### src/rtl/umai_tx_flit_packer_pkg.sv
// Shared widths, tag encodings and FSM state type for the UMAI TX flit packer.
package umai_flit_pkg;

    localparam int FlitW        = 72;
    localparam int BeatW        = 512;
    localparam int FlitsPerBeat = 8;
    localparam int SliceW       = BeatW / FlitsPerBeat;
    localparam int IdxW         = $clog2(FlitsPerBeat);

    localparam logic [1:0]      DataTagPrefix = 2'b10;
    localparam logic [IdxW-1:0] LastIdx       = IdxW'(FlitsPerBeat - 1);

    typedef enum logic [1:0] {
        IDLE,
        HDR,
        WAIT_BEAT,
        SEND_BEAT
    } state_e;

    function automatic logic [7:0] data_tag(input logic last, input logic [IdxW-1:0] idx);
        return {DataTagPrefix, last, 2'b00, idx};
    endfunction

endpackage

### src/rtl/umai_tx_flit_packer_if.sv
// Command, write-data and AIB flit channels of the TX flit packer.
interface umai_tx_flit_packer_if;
    import umai_flit_pkg::*;

    logic             i_cmd_valid;
    logic             o_cmd_ready;
    logic             i_cmd_write;
    logic [31:0]      i_cmd_addr;
    logic [5:0]       i_cmd_len;

    logic             i_data_valid;
    logic             o_data_ready;
    logic [BeatW-1:0] i_data;

    logic             o_tx_valid;
    logic             i_tx_ready;
    logic [FlitW-1:0] o_tx_data;

    modport slave (
        input  i_cmd_valid, i_cmd_write, i_cmd_addr, i_cmd_len,
        input  i_data_valid, i_data, i_tx_ready,
        output o_cmd_ready, o_data_ready, o_tx_valid, o_tx_data
    );

    modport master (
        output i_cmd_valid, i_cmd_write, i_cmd_addr, i_cmd_len,
        output i_data_valid, i_data, i_tx_ready,
        input  o_cmd_ready, o_data_ready, o_tx_valid, o_tx_data
    );

endinterface

### src/rtl/umai_tx_flit_packer_beat_shifter.sv
// Holds one 512-bit write beat and presents the 64-bit slice chosen by the flit index.
module umai_beat_shifter
    import umai_flit_pkg::*;
(
    input  logic              i_clk,
    input  logic              i_rst,
    input  logic              load,
    input  logic [BeatW-1:0]  load_data,
    input  logic [IdxW-1:0]   sel,
    output logic [SliceW-1:0] slice
);

    logic [BeatW-1:0] beat_q;

    always_ff @(posedge i_clk or posedge i_rst) begin
        if (i_rst) begin
            beat_q <= '0;
        end else if (load) begin
            beat_q <= load_data;
        end
    end

    assign slice = beat_q[sel * SliceW +: SliceW];

endmodule

### src/rtl/umai_tx_flit_packer.sv
// Packs read/write commands and 512-bit write beats into 72-bit AIB flits.
//
// state     | meaning
// IDLE      | ready for a command, no flit on the channel
// HDR       | header flit held on the channel until accepted
// WAIT_BEAT | write burst waiting for the next data beat
// SEND_BEAT | streaming the eight 64-bit slices of the current beat
module umai_tx_flit_packer
    import umai_flit_pkg::*;
#(
    parameter logic [7:0] WrHdrTag = 8'hA5,
    parameter logic [7:0] RdHdrTag = 8'h5A
) (
    input  logic                 i_clk,
    input  logic                 i_rst,
    umai_tx_flit_packer_if.slave bus
);

    state_e            state;
    logic [5:0]        len_q;
    logic              write_q;
    logic [5:0]        beat_cnt;
    logic [IdxW-1:0]   flit_idx;
    logic              cmd_ready;
    logic              data_ready;
    logic              tx_valid;
    logic [FlitW-1:0]  tx_data;

    logic              cmd_fire;
    logic              data_fire;
    logic              tx_fire;
    logic              last_beat;
    logic [IdxW-1:0]   next_idx;
    logic [SliceW-1:0] next_slice;

    assign cmd_fire  = bus.i_cmd_valid & cmd_ready;
    assign data_fire = bus.i_data_valid & data_ready;
    assign tx_fire   = tx_valid & bus.i_tx_ready;
    assign last_beat = (beat_cnt == len_q);
    assign next_idx  = flit_idx + 1'b1;

    // Slice for the flit after the current one, so tx_data can stay registered.
    umai_beat_shifter u_beat_shifter (
        .i_clk     (i_clk),
        .i_rst     (i_rst),
        .load      (data_fire),
        .load_data (bus.i_data),
        .sel       (next_idx),
        .slice     (next_slice)
    );

    always_ff @(posedge i_clk or posedge i_rst) begin
        if (i_rst) begin
            state      <= IDLE;
            len_q      <= '0;
            write_q    <= 1'b0;
            beat_cnt   <= '0;
            flit_idx   <= '0;
            cmd_ready  <= 1'b0;
            data_ready <= 1'b0;
            tx_valid   <= 1'b0;
            tx_data    <= '0;
        end else begin
            case (state)
                IDLE: begin
                    cmd_ready <= 1'b1;
                    if (cmd_fire) begin
                        len_q     <= bus.i_cmd_len;
                        write_q   <= bus.i_cmd_write;
                        cmd_ready <= 1'b0;
                        tx_valid  <= 1'b1;
                        tx_data   <= {(bus.i_cmd_write ? WrHdrTag : RdHdrTag),
                                      26'b0, bus.i_cmd_len, bus.i_cmd_addr};
                        state     <= HDR;
                    end
                end
                HDR: begin
                    if (tx_fire) begin
                        tx_valid <= 1'b0;
                        if (write_q) begin
                            beat_cnt   <= '0;
                            data_ready <= 1'b1;
                            state      <= WAIT_BEAT;
                        end else begin
                            cmd_ready <= 1'b1;
                            state     <= IDLE;
                        end
                    end
                end
                WAIT_BEAT: begin
                    if (data_fire) begin
                        data_ready <= 1'b0;
                        flit_idx   <= '0;
                        tx_valid   <= 1'b1;
                        // First slice comes straight off the bus while the beat register loads.
                        tx_data    <= {data_tag(1'b0, '0), bus.i_data[SliceW-1:0]};
                        state      <= SEND_BEAT;
                    end
                end
                SEND_BEAT: begin
                    if (tx_fire) begin
                        if (flit_idx == LastIdx) begin
                            tx_valid <= 1'b0;
                            if (last_beat) begin
                                cmd_ready <= 1'b1;
                                state     <= IDLE;
                            end else begin
                                beat_cnt   <= beat_cnt + 6'd1;
                                data_ready <= 1'b1;
                                state      <= WAIT_BEAT;
                            end
                        end else begin
                            flit_idx <= next_idx;
                            tx_data  <= {data_tag(last_beat && (next_idx == LastIdx), next_idx),
                                         next_slice};
                        end
                    end
                end
                default: state <= IDLE;
            endcase
        end
    end

    assign bus.o_cmd_ready  = cmd_ready;
    assign bus.o_data_ready = data_ready;
    assign bus.o_tx_valid   = tx_valid;
    assign bus.o_tx_data    = tx_data;

endmodule

### src/flat_wrapper.sv
// flat-port wrapper written by rule: the top's interface ports become plain ports
module umai_tx_flit_packer_flat import umai_flit_pkg::*;
#(
    parameter logic [7:0] WrHdrTag = 8'hA5,
    parameter logic [7:0] RdHdrTag = 8'h5A
)
  (i_clk, i_rst, bus_i_cmd_valid, bus_i_cmd_write, bus_i_cmd_addr, bus_i_cmd_len, bus_i_data_valid, bus_i_data, bus_i_tx_ready, bus_o_cmd_ready, bus_o_data_ready, bus_o_tx_valid, bus_o_tx_data);
  umai_tx_flit_packer_if bus_i ();
  input  logic i_clk;
  input  logic i_rst;
  input wire logic [$bits(bus_i.i_cmd_valid)-1:0] bus_i_cmd_valid;
  input wire logic [$bits(bus_i.i_cmd_write)-1:0] bus_i_cmd_write;
  input wire logic [$bits(bus_i.i_cmd_addr)-1:0] bus_i_cmd_addr;
  input wire logic [$bits(bus_i.i_cmd_len)-1:0] bus_i_cmd_len;
  input wire logic [$bits(bus_i.i_data_valid)-1:0] bus_i_data_valid;
  input wire logic [$bits(bus_i.i_data)-1:0] bus_i_data;
  input wire logic [$bits(bus_i.i_tx_ready)-1:0] bus_i_tx_ready;
  output wire logic [$bits(bus_i.o_cmd_ready)-1:0] bus_o_cmd_ready;
  output wire logic [$bits(bus_i.o_data_ready)-1:0] bus_o_data_ready;
  output wire logic [$bits(bus_i.o_tx_valid)-1:0] bus_o_tx_valid;
  output wire logic [$bits(bus_i.o_tx_data)-1:0] bus_o_tx_data;
  assign bus_i.i_cmd_valid = bus_i_cmd_valid;
  assign bus_i.i_cmd_write = bus_i_cmd_write;
  assign bus_i.i_cmd_addr = bus_i_cmd_addr;
  assign bus_i.i_cmd_len = bus_i_cmd_len;
  assign bus_i.i_data_valid = bus_i_data_valid;
  assign bus_i.i_data = bus_i_data;
  assign bus_i.i_tx_ready = bus_i_tx_ready;
  assign bus_o_cmd_ready = bus_i.o_cmd_ready;
  assign bus_o_data_ready = bus_i.o_data_ready;
  assign bus_o_tx_valid = bus_i.o_tx_valid;
  assign bus_o_tx_data = bus_i.o_tx_data;
  umai_tx_flit_packer #(.WrHdrTag(WrHdrTag), .RdHdrTag(RdHdrTag)) u_core (.i_clk(i_clk), .i_rst(i_rst), .bus(bus_i));
endmodule
### config.mk
export PLATFORM = sky130hd
export DESIGN_NAME = umai_tx_flit_packer_flat
export DESIGN_NICKNAME = d
export VERILOG_FILES = /design/src/rtl/umai_tx_flit_packer_pkg.sv /design/src/rtl/umai_tx_flit_packer_if.sv /design/src/rtl/umai_tx_flit_packer_beat_shifter.sv /design/src/rtl/umai_tx_flit_packer.sv /design/src/flat_wrapper.sv
export SDC_FILE = /design/constraint.sdc
export NUM_CORES = 1
export LEC_CHECK = 0
export CAP_MARGIN = 5
export CORE_AREA = 2 2 246 248
export DETAILED_ROUTE_END_ITERATION = 10
export DIE_AREA = 0 0 248 250
export HOLD_SLACK_MARGIN = 0.05
export PLACE_DENSITY = 0.73
export SLEW_MARGIN = 20
export SYNTH_ARGS = -nofsm -noshare
export SYNTH_HDL_FRONTEND = slang
export SYNTH_SLANG_ARGS = --single-unit
### constraint.sdc
create_clock -name i_clk -period 52.9 [get_ports i_clk]
set_clock_uncertainty 0.1 [all_clocks]
set_input_delay 5.29 -clock i_clk [delete_from_list [all_inputs] [get_ports i_clk]]
set_output_delay 5.29 -clock i_clk [all_outputs]
set_load 0.05 [all_outputs]
==> out/results.tsv, run 1 <==
stage	metric	value	unit
synth	Avg Cell Area, Syn	15.2	um^2
final_layout	Fill cells	4526	
clocking	total CTS buffers	68	
setup_path	crit-path max FO	95	
placed_design	IO buf count	630	
clocking	Post-CTS Resized	0	
final_layout	most common cell after layout, fill and taps aside	clkdlybuf4s50_1	
flow_run	max-cap violation count	0	
synth	sequential-to-total area share from yosys stat	56.5	%
timing	setup TNS	0	ns
timing	FMAX	120	MHz
clocking	CTS root buffer	clkbuf_16	
detailed_routing	WL/cell	24.7	um
clocking	CTS tree	yes	
timing	max_slew headroom	14.7	%
synth	top_reg_cell synth	dfrtp_1	
detailed_routing	Vias	17932	
timing	worst-margin pin slew	1.28	ns
placed_design	GPL Wtd Cong	0.859	
timing	RSZ-0062 raised after global routing	false	
final_layout	final net count	2910	
placed_design	placed insts	3058	
floorplanning	die footprint	62000	um^2
floorplanning	FP Rows	90	
synth	library cells used by synthesis	46	
setup_path	crit path to	u_core.u_beat_shifter.beat_q[205]	
global_routing	antenna violations before repair	31	
setup_path	reg2reg end	u_core.bus.o_tx_data[22]	
detailed_routing	post-route ant nets	0	
floorplanning	Die Y	250	um
detailed_routing	First-pass DRT Iterations	5	
global_routing	first-pass GRT wire length	118000	um
synth	EDFF count, synth	0	
setup_path	startpoint types	primary input	
clocking	post-CTS setup buffers	0	
global_routing	largest net degree at the start of global routing	188	
clocking	CTS Hold Bufs	0	
synth	Post-Syn Area	26700	um^2
clocking	CTS Sinks	603	
setup_path	CP Data Required Time	53.26	ns
placed_design	placed cell area	33600	um^2
detailed_routing	drt drc	0	
detailed_routing	Detailed Route WL	79000	um
clocking	CTS clk-pin slew, worst paths	0.06	ns
power	Max VDD drop	0.0251	mV
final_layout	post-synthesis to final-layout area growth	34.4	%
final_layout	share of post-route cells with drive strength above 1	32.8	%
power	PnR Total Power	994	uW
floorplanning	starting density of the core	44.8	%
clocking	clk buf depth	3	
clocking	clk_lat worst skew	0.60	ns
setup_path	R2R depth	6	
detailed_routing	vias per inst	5.61	
clocking	CTS H-Tree Depth	3	
setup_path	r2r setup slk	48.62	ns
timing	Hold WS	0.398	ns
setup_path	reg2reg start	u_core.flit_idx[0]	
floorplanning	Core ar.	59600	um^2
timing	Hold Fails Final Rpt	0	
synth	post-synthesis net count	2320	
floorplanning	# IOs	631	
floorplanning	die width	248	um
setup_path	arrival time worst endpoint	8.69	ns
global_routing	Remaining Overflow, GRT	0	
power	pwr/cell area	27.7	nW/um^2
synth	async set-reset flop share out of synthesis	100	%
run_status	status	completed	
timing	Final min period	8.33	ns
timing	fin. max-slew vios	0	
timing	# setup viols final	0	
worst_hold_path	Hold Crit Class	flop to flop	
synth	Synth Instances	1756	
final_layout	Post-Layout Cell Count	3195	
setup_path	crit path launch	bus_i_data_valid	
power	static leakage	16.4	nW
global_routing	aggregate global-route resource usage	25.4	%
final_layout	most frequent cells in the layout	clkdlybuf4s50_1 (630), dfrtp_1 (602), mux2_2 (521)	
timing	fin crit share	15.7	%
synth	total number of yosys warnings	0	
final_layout	final instance area	35900	um^2
setup_path	Crit Path Class	primary input to flop	
synth	Seq cells post-synth	603	
placed_design	DP Wirelength	54700	um
global_routing	vias in the first global route	19300	
setup_path	CP endpoint kind	flop	
detailed_routing	1st-iter DRT viols	1273	
==> synth_stat cells, types with 6 or more instances <==
cell | count | area share (%)
a21oi_1 | 10 | 0.19
nor2_1 | 79 | 1.1
clkbuf_1 | 32 | 0.45
dfrtp_1 | 603 | 57
a22oi_1 | 27 | 0.76
inv_1 | 8 | 0.11
ha_1 | 8 | 0.37
xnor2_1 | 6 | 0.20
buf_4 | 17 | 0.48
a222oi_1 | 38 | 1.4
nand2_1 | 77 | 1.1
mux2_2 | 521 | 22
a31oi_1 | 64 | 1.5
o21ai_0 | 9 | 0.17
buf_2 | 74 | 1.4
mux4_2 | 128 | 11
==> registers in the layout, indices dropped and copies added, names as in the netlist <==
| signal | flops |
|---|---|
| u_core.u_beat_shifter.beat_q | 512 |
| u_core.bus.o_tx_data | 70 |
| u_core.beat_cnt | 6 |
| u_core.len_q | 6 |
| u_core.flit_idx | 3 |
| u_core.state | 2 |
| u_core.bus.o_cmd_ready | 1 |
| u_core.bus.o_data_ready | 1 |
| u_core.bus.o_tx_valid | 1 |
| u_core.write_q | 1 |
==> through the flow <==
step | setup WS, ns | utilization [%]
2_1_floorplan | 30.63 | -
3_3_place_gp | 43.97 | 56.3
3_5_place_dp | 43.88 | 56.3
4_1_cts | 44.52 | 60.1
5_1_grt | 44.44 | 60.2
6_report | 44.57 | 60.2
==> cell families after synthesis <==
kind of cell / after synthesis / share of synthesized area, %
mux: 651 / 32.8
flops: 603 / 56.5
simple gates: 182 / 2.81
compound gates: 165 / 4.57
buf+inv: 141 / 2.69
fa+ha+maj: 8 / 0.375
xor+xnor: 6 / 0.197
==> layout make-up <==
type	count	area, um^2	area share [%]
inverter	8	37.5	0.105
multi-input combinational	1012	11000	30.5
antenna	22	55.1	0.153
sequential	603	15100	42.1
timing repair buffer	653	6500	18.1
tap	782	978	2.73
clock buffer	100	2040	5.70
clock inverter	15	221	0.617
==> layer usage <==
layer | up-vias | GRT usage [%] | wire length (um)
met4 | 20 | 10.7 | 2620
li1 | 7794 | - | -
met3 | 171 | 6.54 | 5550
met2 | 642 | 42.3 | 40100
met1 | 9305 | 31.2 | 30600
met5 | - | 0 | 135
==> critical path, stage by stage <==
cell	delay, ns
clkdlybuf4s50_1	0.51
nand2_8	0.58
buf_4	0.89
buf_4	0.82
mux2_2	0.42
==> worst min-delay path by stage <==
stage	from	end	slack, ns	cells past startpoint
after global routing	u_core.u_beat_shifter.beat_q[28]	u_core.u_beat_shifter.beat_q[28]	0.41	1
after global placement	u_core.u_beat_shifter.beat_q[33]	u_core.u_beat_shifter.beat_q[33]	0.38	1
after floorplan	u_core.u_beat_shifter.beat_q[108]	u_core.u_beat_shifter.beat_q[108]	0.37	1
after detailed placement	u_core.u_beat_shifter.beat_q[141]	u_core.u_beat_shifter.beat_q[141]	0.39	1
after CTS	u_core.u_beat_shifter.beat_q[128]	u_core.u_beat_shifter.beat_q[128]	0.40	1
final	u_core.u_beat_shifter.beat_q[12]	u_core.u_beat_shifter.beat_q[12]	0.40	1
==> report_power, final <==
| group | leakage, nW | switching (mW) | internal (mW) |
|---|---|---|---|
| Combinational | 7.26 | 0.0183 | 0.0367 |
| Sequential | 8.07 | 0.000146 | 0.461 |
| Clock | 1.11 | 0.190 | 0.287 |
| Total | 16.4 | 0.208 | 0.786 |
No activity file was read; power rests on OpenSTA's default activity.
==> run 2, diff against run 1 <==
--- a/config.mk
+++ b/config.mk
@@ -6,11 +6,11 @@
 export NUM_CORES = 1
 export LEC_CHECK = 0
 export CAP_MARGIN = 5
-export CORE_AREA = 2 2 246 248
+export CORE_AREA = 2 2 249 251
 export DETAILED_ROUTE_END_ITERATION = 10
-export DIE_AREA = 0 0 248 250
+export DIE_AREA = 0 0 251 253
 export HOLD_SLACK_MARGIN = 0.05
-export PLACE_DENSITY = 0.73
+export PLACE_DENSITY = 0.72
 export SLEW_MARGIN = 20
 export SYNTH_ARGS = -nofsm -noshare
 export SYNTH_HDL_FRONTEND = slang
==> constraint.sdc (replaced) <==
create_clock -name i_clk -period 8.51 [get_ports i_clk]
set_clock_uncertainty 0.1 [all_clocks]
set_input_delay 0.851 -clock i_clk [delete_from_list [all_inputs] [get_ports i_clk]]
set_output_delay 0.851 -clock i_clk [all_outputs]
set_load 0.05 [all_outputs]
==> run 2 against run 1 <==
Compared with the run above: worst hold slack worse by 0.0077 ns; combinational power grew to 6.3 times the previous value; core utilization is 1.1 points lower; critical path type unchanged; largest cell class unchanged; highest routed layer unchanged.
==> out/results.tsv, run 2 (synthesized netlist as in run 1, its figures left out) <==
stage	metric	value	unit
clocking	clk_lat worst skew	0.59	ns
detailed_routing	post-route ant nets	0	
setup_path	Buf/Inv on CP	3	
run_status	status	completed	
clocking	CTS root buffer	clkbuf_16	
timing	# setup viols final	0	
global_routing	largest net degree at the start of global routing	185	
final_layout	share of post-route cells with drive strength above 1	32.9	%
setup_path	arrival time worst endpoint	4.17	ns
detailed_routing	WL/cell	24.7	um
final_layout	post-synthesis to final-layout area growth	35.1	%
worst_hold_path	Hold Crit Class	flop to flop	
flow_run	max-cap violation count	0	
power	static leakage	16.5	nW
detailed_routing	Detailed Route WL	79100	um
setup_path	Crit Path Class	primary input to flop	
final_layout	max reg flops	512	
setup_path	CP cell instances	clkdlybuf4s50_1 -> nand2_8 -> buf_4 -> buf_12 -> mux2_2	
setup_path	delay-heaviest family, CP	buffers and inverters	
clocking	total CTS buffers	68	
power	Internal Power	5.03	mW
timing	Final min period	3.82	ns
global_routing	first-pass GRT wire length	119000	um
global_routing	antenna violations before repair	29	
timing	Hold WS	0.390	ns
clocking	CTS H-Tree Depth	3	
clocking	CTS tree	yes	
floorplanning	die width	251	um
timing	FMAX	262	MHz
placed_design	DP Wirelength	53500	um
detailed_routing	vias per inst	5.57	
timing	RSZ-0062 raised after global routing	false	
setup_path	CP peak stage delay	0.71	ns
setup_path	Slowest-stage cell, CP	buf_4	
floorplanning	# IOs	631	
clocking	Post-CTS Resized	0	
floorplanning	die footprint	63500	um^2
worst_hold_path	min-delay src	u_core.bus.o_tx_data[71]	
timing	fin. max-slew vios	0	
power	Clock power frac	49.3	%
floorplanning	Die Y	253	um
detailed_routing	First-pass DRT Iterations	5	
floorplanning	starting density of the core	43.7	%
timing	fin crit share	44.9	%
clocking	CTS clk-pin slew, worst paths	0.06	ns
placed_design	IO buf count	630	
floorplanning	Core ar.	61000	um^2
floorplanning	FP Rows	91	
setup_path	CP endpoint kind	flop	
clocking	CTS Hold Bufs	0	
detailed_routing	1st-iter DRT viols	1231	
power	pwr/cell area	176	nW/um^2
detailed_routing	drt drc	0	
timing	max_slew headroom	16.4	%
power	Flop pwr share	45.3	%
clocking	CTS Sinks	603	
timing	Hold Fails Final Rpt	0	
final_layout	largest reg by FF count	u_core.u_beat_shifter.beat_q	
setup_path	CP Data Required Time	8.87	ns
power	NetSw	1.31	mW
setup_path	crit path launch	bus_i_data_valid	
global_routing	aggregate global-route resource usage	24.7	%
global_routing	vias in the first global route	19327	
power	combinational share of power	5.4	%
power	PnR Total Power	6.34	mW
placed_design	GPL Wtd Cong	0.848	
setup_path	reg2reg start	u_core.bus.o_data_ready	
power	Switching Share	20.7	%
final_layout	most frequent cells in the layout	clkdlybuf4s50_1 (630), dfrtp_1 (602), mux2_2 (521)	
clocking	clk buf depth	3	
timing	worst-margin pin slew	1.25	ns
global_routing	Remaining Overflow, GRT	0	
clocking	post-CTS setup buffers	0	
final_layout	most common cell after layout, fill and taps aside	clkdlybuf4s50_1	
power	Max VDD drop	0.135	mV
setup_path	crit-path max FO	169	
detailed_routing	Vias	17873	
setup_path	startpoint types	primary input	
final_layout	final net count	2905	
==> run 2: cell types whose count changed in the layout (fill, tap and decap cells not counted) <==
cell / before / now
clkinv_2: 5 / 10
inv_8: 2 / 0
clkinv_4: 0 / 1
inv_6: 1 / 2
buf_12: 1 / 6
clkbuf_8: 18 / 16
buf_6: 2 / 0
diode_2: 22 / 23
buf_4: 20 / 11
buf_16: 0 / 1
bufinv_16: 4 / 9
==> run 2: power groups by stage <==
stage          Combinational [mW]  Clock, mW  Sequential, mW
2_1_floorplan              0.0478          0            2.93
3_3_place_gp                0.344          0            2.92
3_5_place_dp                0.346          0            2.92
4_1_cts                     0.349       3.19            2.87
5_1_grt                     0.370       3.32            2.87
6_report                    0.345       3.12            2.87
==> run 2: cell type report <==
class | count | area (um^2)
clock inverters | 25 | 395
diodes | 23 | 57.6
well taps | 790 | 988
fillers | 4762 | 25000
repair buffers | 648 | 6540
flip-flops and latches | 603 | 15100
multi-input cells | 1012 | 11000
clock buffers | 98 | 2020
inverters | 8 | 33.8
==> run 2: path summary, 6_finish.rpt <==
kind	endpoint	slack [ns]	cells after the start
setup reg to reg	u_core.u_beat_shifter.beat_q[277]	5.00	4
hold reg to reg	u_core.bus.o_tx_data[71]	0.39	1
min in group asynchronous	u_core.u_beat_shifter.beat_q[346]	0.63	3
max in group asynchronous	u_core.flit_idx[0]	5.70	5
setup / recovery	u_core.u_beat_shifter.beat_q[277]	4.69	5
hold / removal	u_core.bus.o_tx_data[71]	0.39	1
==> run 2: worst register-to-register path: stages (launching register included) <==
cell,delay [ns]
dfrtp_1,0.49
nand2_8,0.64
buf_4,0.78
buf_12,0.52
mux2_2,0.86
==> run 2: through the flow <==
stage	setup WS (ns)	instance area (um^2)	std cells	util (%)	setup TNS (ns)
finish	4.69	36100	3207	59.1	0
global route	4.65	36100	3203	59.1	0
CTS	4.87	36000	3183	59.0	0
detailed placement	4.25	33600	3060	55.0	0
global placement	4.34	33600	3060	55.0	0
floorplan	-0.666	26700	1756	-	-401.71
==> run 2: routing by layer <==
metal  part of all wire (%)  GRT usage (%)
met2                     51           41.6
met4                    3.3           10.8
met1                     39           30.6
met3                    6.1           5.48
met5                   0.12              0
==> run 3, diff against run 2 <==
--- a/config.mk
+++ b/config.mk
@@ -6,11 +6,10 @@
 export NUM_CORES = 1
 export LEC_CHECK = 0
 export CAP_MARGIN = 5
-export CORE_AREA = 2 2 249 251
+export CORE_UTILIZATION = 45
 export DETAILED_ROUTE_END_ITERATION = 10
-export DIE_AREA = 0 0 251 253
 export HOLD_SLACK_MARGIN = 0.05
-export PLACE_DENSITY = 0.72
+export PLACE_DENSITY = 0.76
 export SLEW_MARGIN = 20
 export SYNTH_ARGS = -nofsm -noshare
 export SYNTH_HDL_FRONTEND = slang
==> constraint.sdc (replaced) <==
create_clock -name i_clk -period 3.15 [get_ports i_clk]
set_clock_uncertainty 0.1 [all_clocks]
set_input_delay 0.315 -clock i_clk [delete_from_list [all_inputs] [get_ports i_clk]]
set_output_delay 0.315 -clock i_clk [all_outputs]
set_load 0.05 [all_outputs]
==> run 3 against run 2 <==
Compared with the run above: global-route usage is 2.0 points higher; routed wire length rose by 1.0%; register-to-register slack worse by 4.4 ns; clock power rose by 140%; design area rose by 0.18%; die area decreased by 5.0%; first-iteration DRC count rose by 12%; clock-buffer cell count fell by 3; sequential cell count stayed put; largest power group is now registers.
==> out/results.tsv, run 3 (synthesized netlist as in run 1, its figures left out) <==
stage	metric	value	unit
timing	RSZ-0062 raised after global routing	false	
setup_path	r2r setup slk	0.60	ns
setup_path	reg2reg end	u_core.bus.o_tx_data[55]	
placed_design	DP Wirelength	56600	um
clocking	CTS H-Tree Depth	3	
setup_path	CP endpoint kind	flop	
clocking	CTS root buffer	clkbuf_16	
global_routing	vias in the first global route	19812	
placed_design	IO buf count	630	
clocking	total CTS buffers	66	
clocking	CTS Hold Bufs	0	
placed_design	Setup WS pre-CTS	0.601	ns
floorplanning	Core ar.	58100	um^2
final_layout	most common cell after layout, fill and taps aside	clkdlybuf4s50_1	
timing	setup TNS	0	ns
setup_path	crit-path max FO	30	
worst_hold_path	Hold Crit Class	primary input to asynchronous set/reset pin	
power	pwr/cell area	449	nW/um^2
timing	final setup margin	0.597	ns
power	NetSw	3.53	mW
floorplanning	# IOs	631	
detailed_routing	Vias	18131	
floorplanning	die footprint	60300	um^2
final_layout	Post-Layout Cell Count	3209	
floorplanning	Die Y	246	um
setup_path	CP Data Required Time	3.51	ns
final_layout	post-synthesis to final-layout area growth	35.4	%
global_routing	Remaining Overflow, GRT	0	
final_layout	final instance area	36100	um^2
clocking	Post-CTS Resized	0	
clocking	CTS clk-pin slew, worst paths	0.06	ns
clocking	CTS Sinks	603	
global_routing	aggregate global-route resource usage	26.6	%
detailed_routing	vias per inst	5.65	
detailed_routing	First-pass DRT Iterations	7	
power	Max VDD drop	0.413	mV
final_layout	largest reg by FF count	u_core.u_beat_shifter.beat_q	
global_routing	largest net degree at the start of global routing	197	
detailed_routing	1st-iter DRT viols	1379	
floorplanning	FP Rows	88	
power	Clock power frac	46.2	%
clocking	post-CTS setup buffers	0	
timing	fin. max-slew vios	0	
timing	max_slew headroom	21.2	%
timing	Hold WS	0.0473	ns
global_routing	first-pass GRT wire length	121000	um
setup_path	arrival time worst endpoint	2.91	ns
placed_design	placed cell area	34000	um^2
detailed_routing	Detailed Route WL	79900	um
clocking	CTS tree	yes	
timing	# setup viols final	0	
final_layout	Fill cells	4301	
power	Internal Power	12.7	mW
placed_design	placed insts	3070	
timing	fin crit share	81.0	%
final_layout	final net count	2937	
detailed_routing	post-route ant nets	0	
floorplanning	starting density of the core	45.9	%
timing	Final min period	2.55	ns
global_routing	antenna violations before repair	28	
floorplanning	die width	246	um
setup_path	crit path launch	u_core.flit_idx[0]	
setup_path	R2R depth	7	
clocking	clk_lat worst skew	0.61	ns
setup_path	Crit Path Class	flop to flop	
timing	Hold Fails Final Rpt	0	
power	Flop pwr share	47.7	%
power	combinational share of power	6.0	%
clocking	clk buf depth	3	
setup_path	reg2reg start	u_core.flit_idx[0]	
power	Switching Share	21.7	%
flow_run	max-cap violation count	0	
run_status	status	completed	
timing	worst-margin pin slew	1.18	ns
placed_design	GPL Wtd Cong	0.889	
setup_path	startpoint types	flop	
final_layout	max reg flops	512	
final_layout	share of post-route cells with drive strength above 1	33.5	%
detailed_routing	drt drc	0	
power	static leakage	16.6	nW
detailed_routing	WL/cell	24.9	um
final_layout	most frequent cells in the layout	clkdlybuf4s50_1 (630), dfrtp_1 (602), mux2_2 (521)	
timing	FMAX	392	MHz
[run 3: stage by stage]
step                      util (%)  total power [mW]
final                         62.2              16.2
after CTS                     62.1              16.4
after floorplan                  -              8.04
after global placement        58.5              8.86
after global routing          62.2              16.7
after detailed placement      58.5              8.88
[run 3: worst max-delay path by stage]
stage / end / slack (ns) / cells past startpoint
2_1_floorplan: u_core.beat_cnt[0] / -5.49 / 1
3_3_place_gp: u_core.bus.o_tx_data[0] / 0.62 / 7
3_5_place_dp: u_core.bus.o_tx_data[43] / 0.60 / 7
4_1_cts: u_core.bus.o_tx_data[43] / 0.57 / 7
5_1_grt: u_core.beat_cnt[5] / 0.40 / 7
6_report: u_core.bus.o_tx_data[55] / 0.60 / 7
[run 3: worst max-delay path, stage by stage, from the launching register on]
cell and delay, ns:
dfrtp_4 0.46, inv_1 0.10, ha_4 0.49, buf_12 0.25, buf_12 0.25, mux4_2 0.33
a22oi_1 0.26, a31oi_1 0.13
[run 3: layout make-up]
| class | count | area [um^2] | area share, % |
|---|---|---|---|
| Sequential cell | 603 | 15100 | 41.8 |
| Clock inverter | 19 | 169 | 0.467 |
| Multi-Input combinational cell | 1012 | 11000 | 30.3 |
| Antenna cell | 25 | 62.6 | 0.173 |
| Inverter | 8 | 33.8 | 0.0935 |
| Clock buffer | 95 | 1910 | 5.29 |
| Tap cell | 765 | 957 | 2.65 |
| Timing Repair Buffer | 682 | 6960 | 19.3 |
[run 3: power groups by stage]
stage | Sequential [mW] | Clock, mW | Combinational [mW]
after global placement | 7.89 | 0 | 0.973
after detailed placement | 7.89 | 0 | 0.984
after floorplan | 7.91 | 0 | 0.129
after CTS | 7.75 | 7.65 | 0.993
final | 7.75 | 7.51 | 0.978
after global routing | 7.75 | 7.95 | 1.05
[run 3: metal layers]
metal	GRT usage, %	wire, um	part of all wire, %
met1	33.6	31100	39
met3	5.77	5340	6.7
met2	43.9	40300	50
met5	0	36	0.045
met4	12.3	3120	3.9
==> RTL edit (settings of run 2) <==
The 4 states of `state_e` get a Gray code encoding in 2 bits.
--- a/src/rtl/umai_tx_flit_packer_pkg.sv
+++ b/src/rtl/umai_tx_flit_packer_pkg.sv
@@ -13,6 +13,6 @@
     typedef enum logic [1:0] {
-        IDLE,
-        HDR,
-        WAIT_BEAT,
-        SEND_BEAT
+        IDLE      = 2'b00,
+        HDR       = 2'b01,
+        WAIT_BEAT = 2'b11,
+        SEND_BEAT = 2'b10
     } state_e;
Formal check against the unedited RTL: same outputs for any inputs over 4 cycles, from zero or initial values and one cycle with i_rst high; so few cycles prove little.
==> RTL edit against run 2 <==
- worst setup slack lost 210 ps
- sequential share of layout area grew 0.32 points
- synthesized cell count shrank 0.80%
- routed wire length grew 1.7%
- design area shrank 0.75%
- first-iteration DRC count shrank 14%
- sequential cell count is the same
- critical path depth grew 1
- global-route usage grew 0.32 points
- die area is the same
- critical endpoint is now u_core.bus.o_tx_data[15]$_DFFE_PP0P_
- area after synthesis shrank 0.22%
Power is not compared: it rests on default switching activity, and its combinational part moved more than twofold at a synthesized area within 25%.
==> RTL edit: results (changes against run 2) <==
status: "completed"
synth_warnings: 0  # unchanged
cts_resized: 0  # unchanged
async_flop_share_pct: 100  # unchanged
worstPathArrival_ps: 4380  # +210 ps
htree_levels: 3  # unchanged
max_stage_delay_ps: 1060  # +350 ps
final.fill_count: 4783  # +0.44%
m1WireLength_mm: 31.0  # -0.52%
synth_cell_types: 48  # +4.3%
cp-endpoint: "u_core.bus.o_tx_data[15]$_DFFE_PP0P_"
hold-path-endpoint: "u_core.bus.o_tx_data[69]$_DFFE_PP0P_"
first_global_vias: 19303  # -0.12%
slowest_stage: "dfrtp_4"
synth_common_cells: "603 x dfrtp_1, 520 x mux2_2, 132 x a21oi_1"
worstReg2RegStart: "u_core.flit_idx[0]$_DFFE_PP0P_"
grt_max_degree: 190  # +2.7%
antenna_found_initial: 34  # +17%
dp_cells: 3057  # -0.098%
wl_met3_mm: 6.87  # +41%
crit_family: "flip-flops"
fin_crit_ps: 4030  # +208 ps
drt_iter0_markers: 1063  # -14%
met2_length_mm: 39.8  # -1.3%
met3_usage_pct: 8.18  # +2.7 points
leakagePower_uw: 0.0143
firstDrtPassIters: 6  # +1
grt.met1_usage_pct: 30.3  # -0.23 points
use_met2_pct: 41.2  # -0.43 points
hold_ws_ps: 384  # -6.02 ps
muxShareOfSynthArea_pct: 32.9  # about the same
r2r_setup_slack_ps: 4480  # -520 ps
dp_worst_setup_slack_ps: 4370  # +120 ps
slew_headroom_pct: 23.6  # +7.2 points
grt_pass1_wl_mm: 120  # +0.69%
min_delay_path_depth: 2  # +1
syn_area_per_cell_um2: 15.3  # +0.58%
holdCritStartpoint: "u_core.bus.o_tx_data[69]$_DFFE_PP0P_"
place_hpwl_mm: 54.5  # +1.9%
postPlaceCellArea_mm2: 0.0336  # about the same
wire_per_inst_um: 25.2  # +2.1%
fin_nets: 2899  # -0.21%
layout-drive-gt1-share_pct: 33.0  # +0.068 points
syn-num-nets: 2306  # -0.60%
synth-adder-area-share_pct: 0.376  # +0.00085 points
yosys-top-cells-area: "dfrtp_1 57%, mux2_2 22%, mux4_2 11%, a21oi_1 2.5%, buf_2 1.5%"
regMostFlops: "u_core.u_beat_shifter.beat_q"
cp_max_fo: 47  # -72%
critPathKind: "register to register"
seq_area_frac_synth_pct: 56.6  # +0.13 points
r2r_cells: 6  # +2
synth-compound-area-share_pct: 5.52  # +0.94 points
yosys.area_share.xor_xnor_pct: 0.197  # +0.00044 points
drt-total-wl_mm: 80.4  # +1.7%
cts_buffers: 66  # -2.9%
place.gp.congestion: 0.881  # +3.9%
grt_use_total_pct: 25.0  # +0.32 points
viasPerCell: 5.61  # +0.61%
seq_cell_power_uw: 4270
==> RTL edit: cell types whose count changed after synthesis, sizes merged, moves of 3 or more <==
cell | run 2 | this run
a21o | 1 | 4
a21oi | 10 | 133
a31oi | 64 | 2
clkbuf | 33 | 30
nand2 | 78 | 18
nor2 | 80 | 73
o21ai | 9 | 5
==> RTL edit: cell families (layout without fill, tap and decap cells) <==
logic type / count (synthesis) / count (layout)
AO/OA/AOI/OAI: 225 / 225
XOR/XNOR: 6 / 6
adder cells (fa/ha/maj): 8 / 8
buffers and inverters: 136 / 777
flip-flops: 603 / 603
multiplexers: 650 / 650
other: 0 / 21
AND/OR/NAND/NOR: 114 / 114
==> RTL edit: area by class of cell <==
type	instances	area, µm²	share of cell area (%)
diodes	21	52.6	0.147
clock buffers	99	1940	5.41
clock inverters	17	230	0.643
inverters	7	30.0	0.0839
multi-input cells	1003	10900	30.5
flip-flops and latches	603	15100	42.2
well taps	790	988	2.76
repair buffers	654	6550	18.3
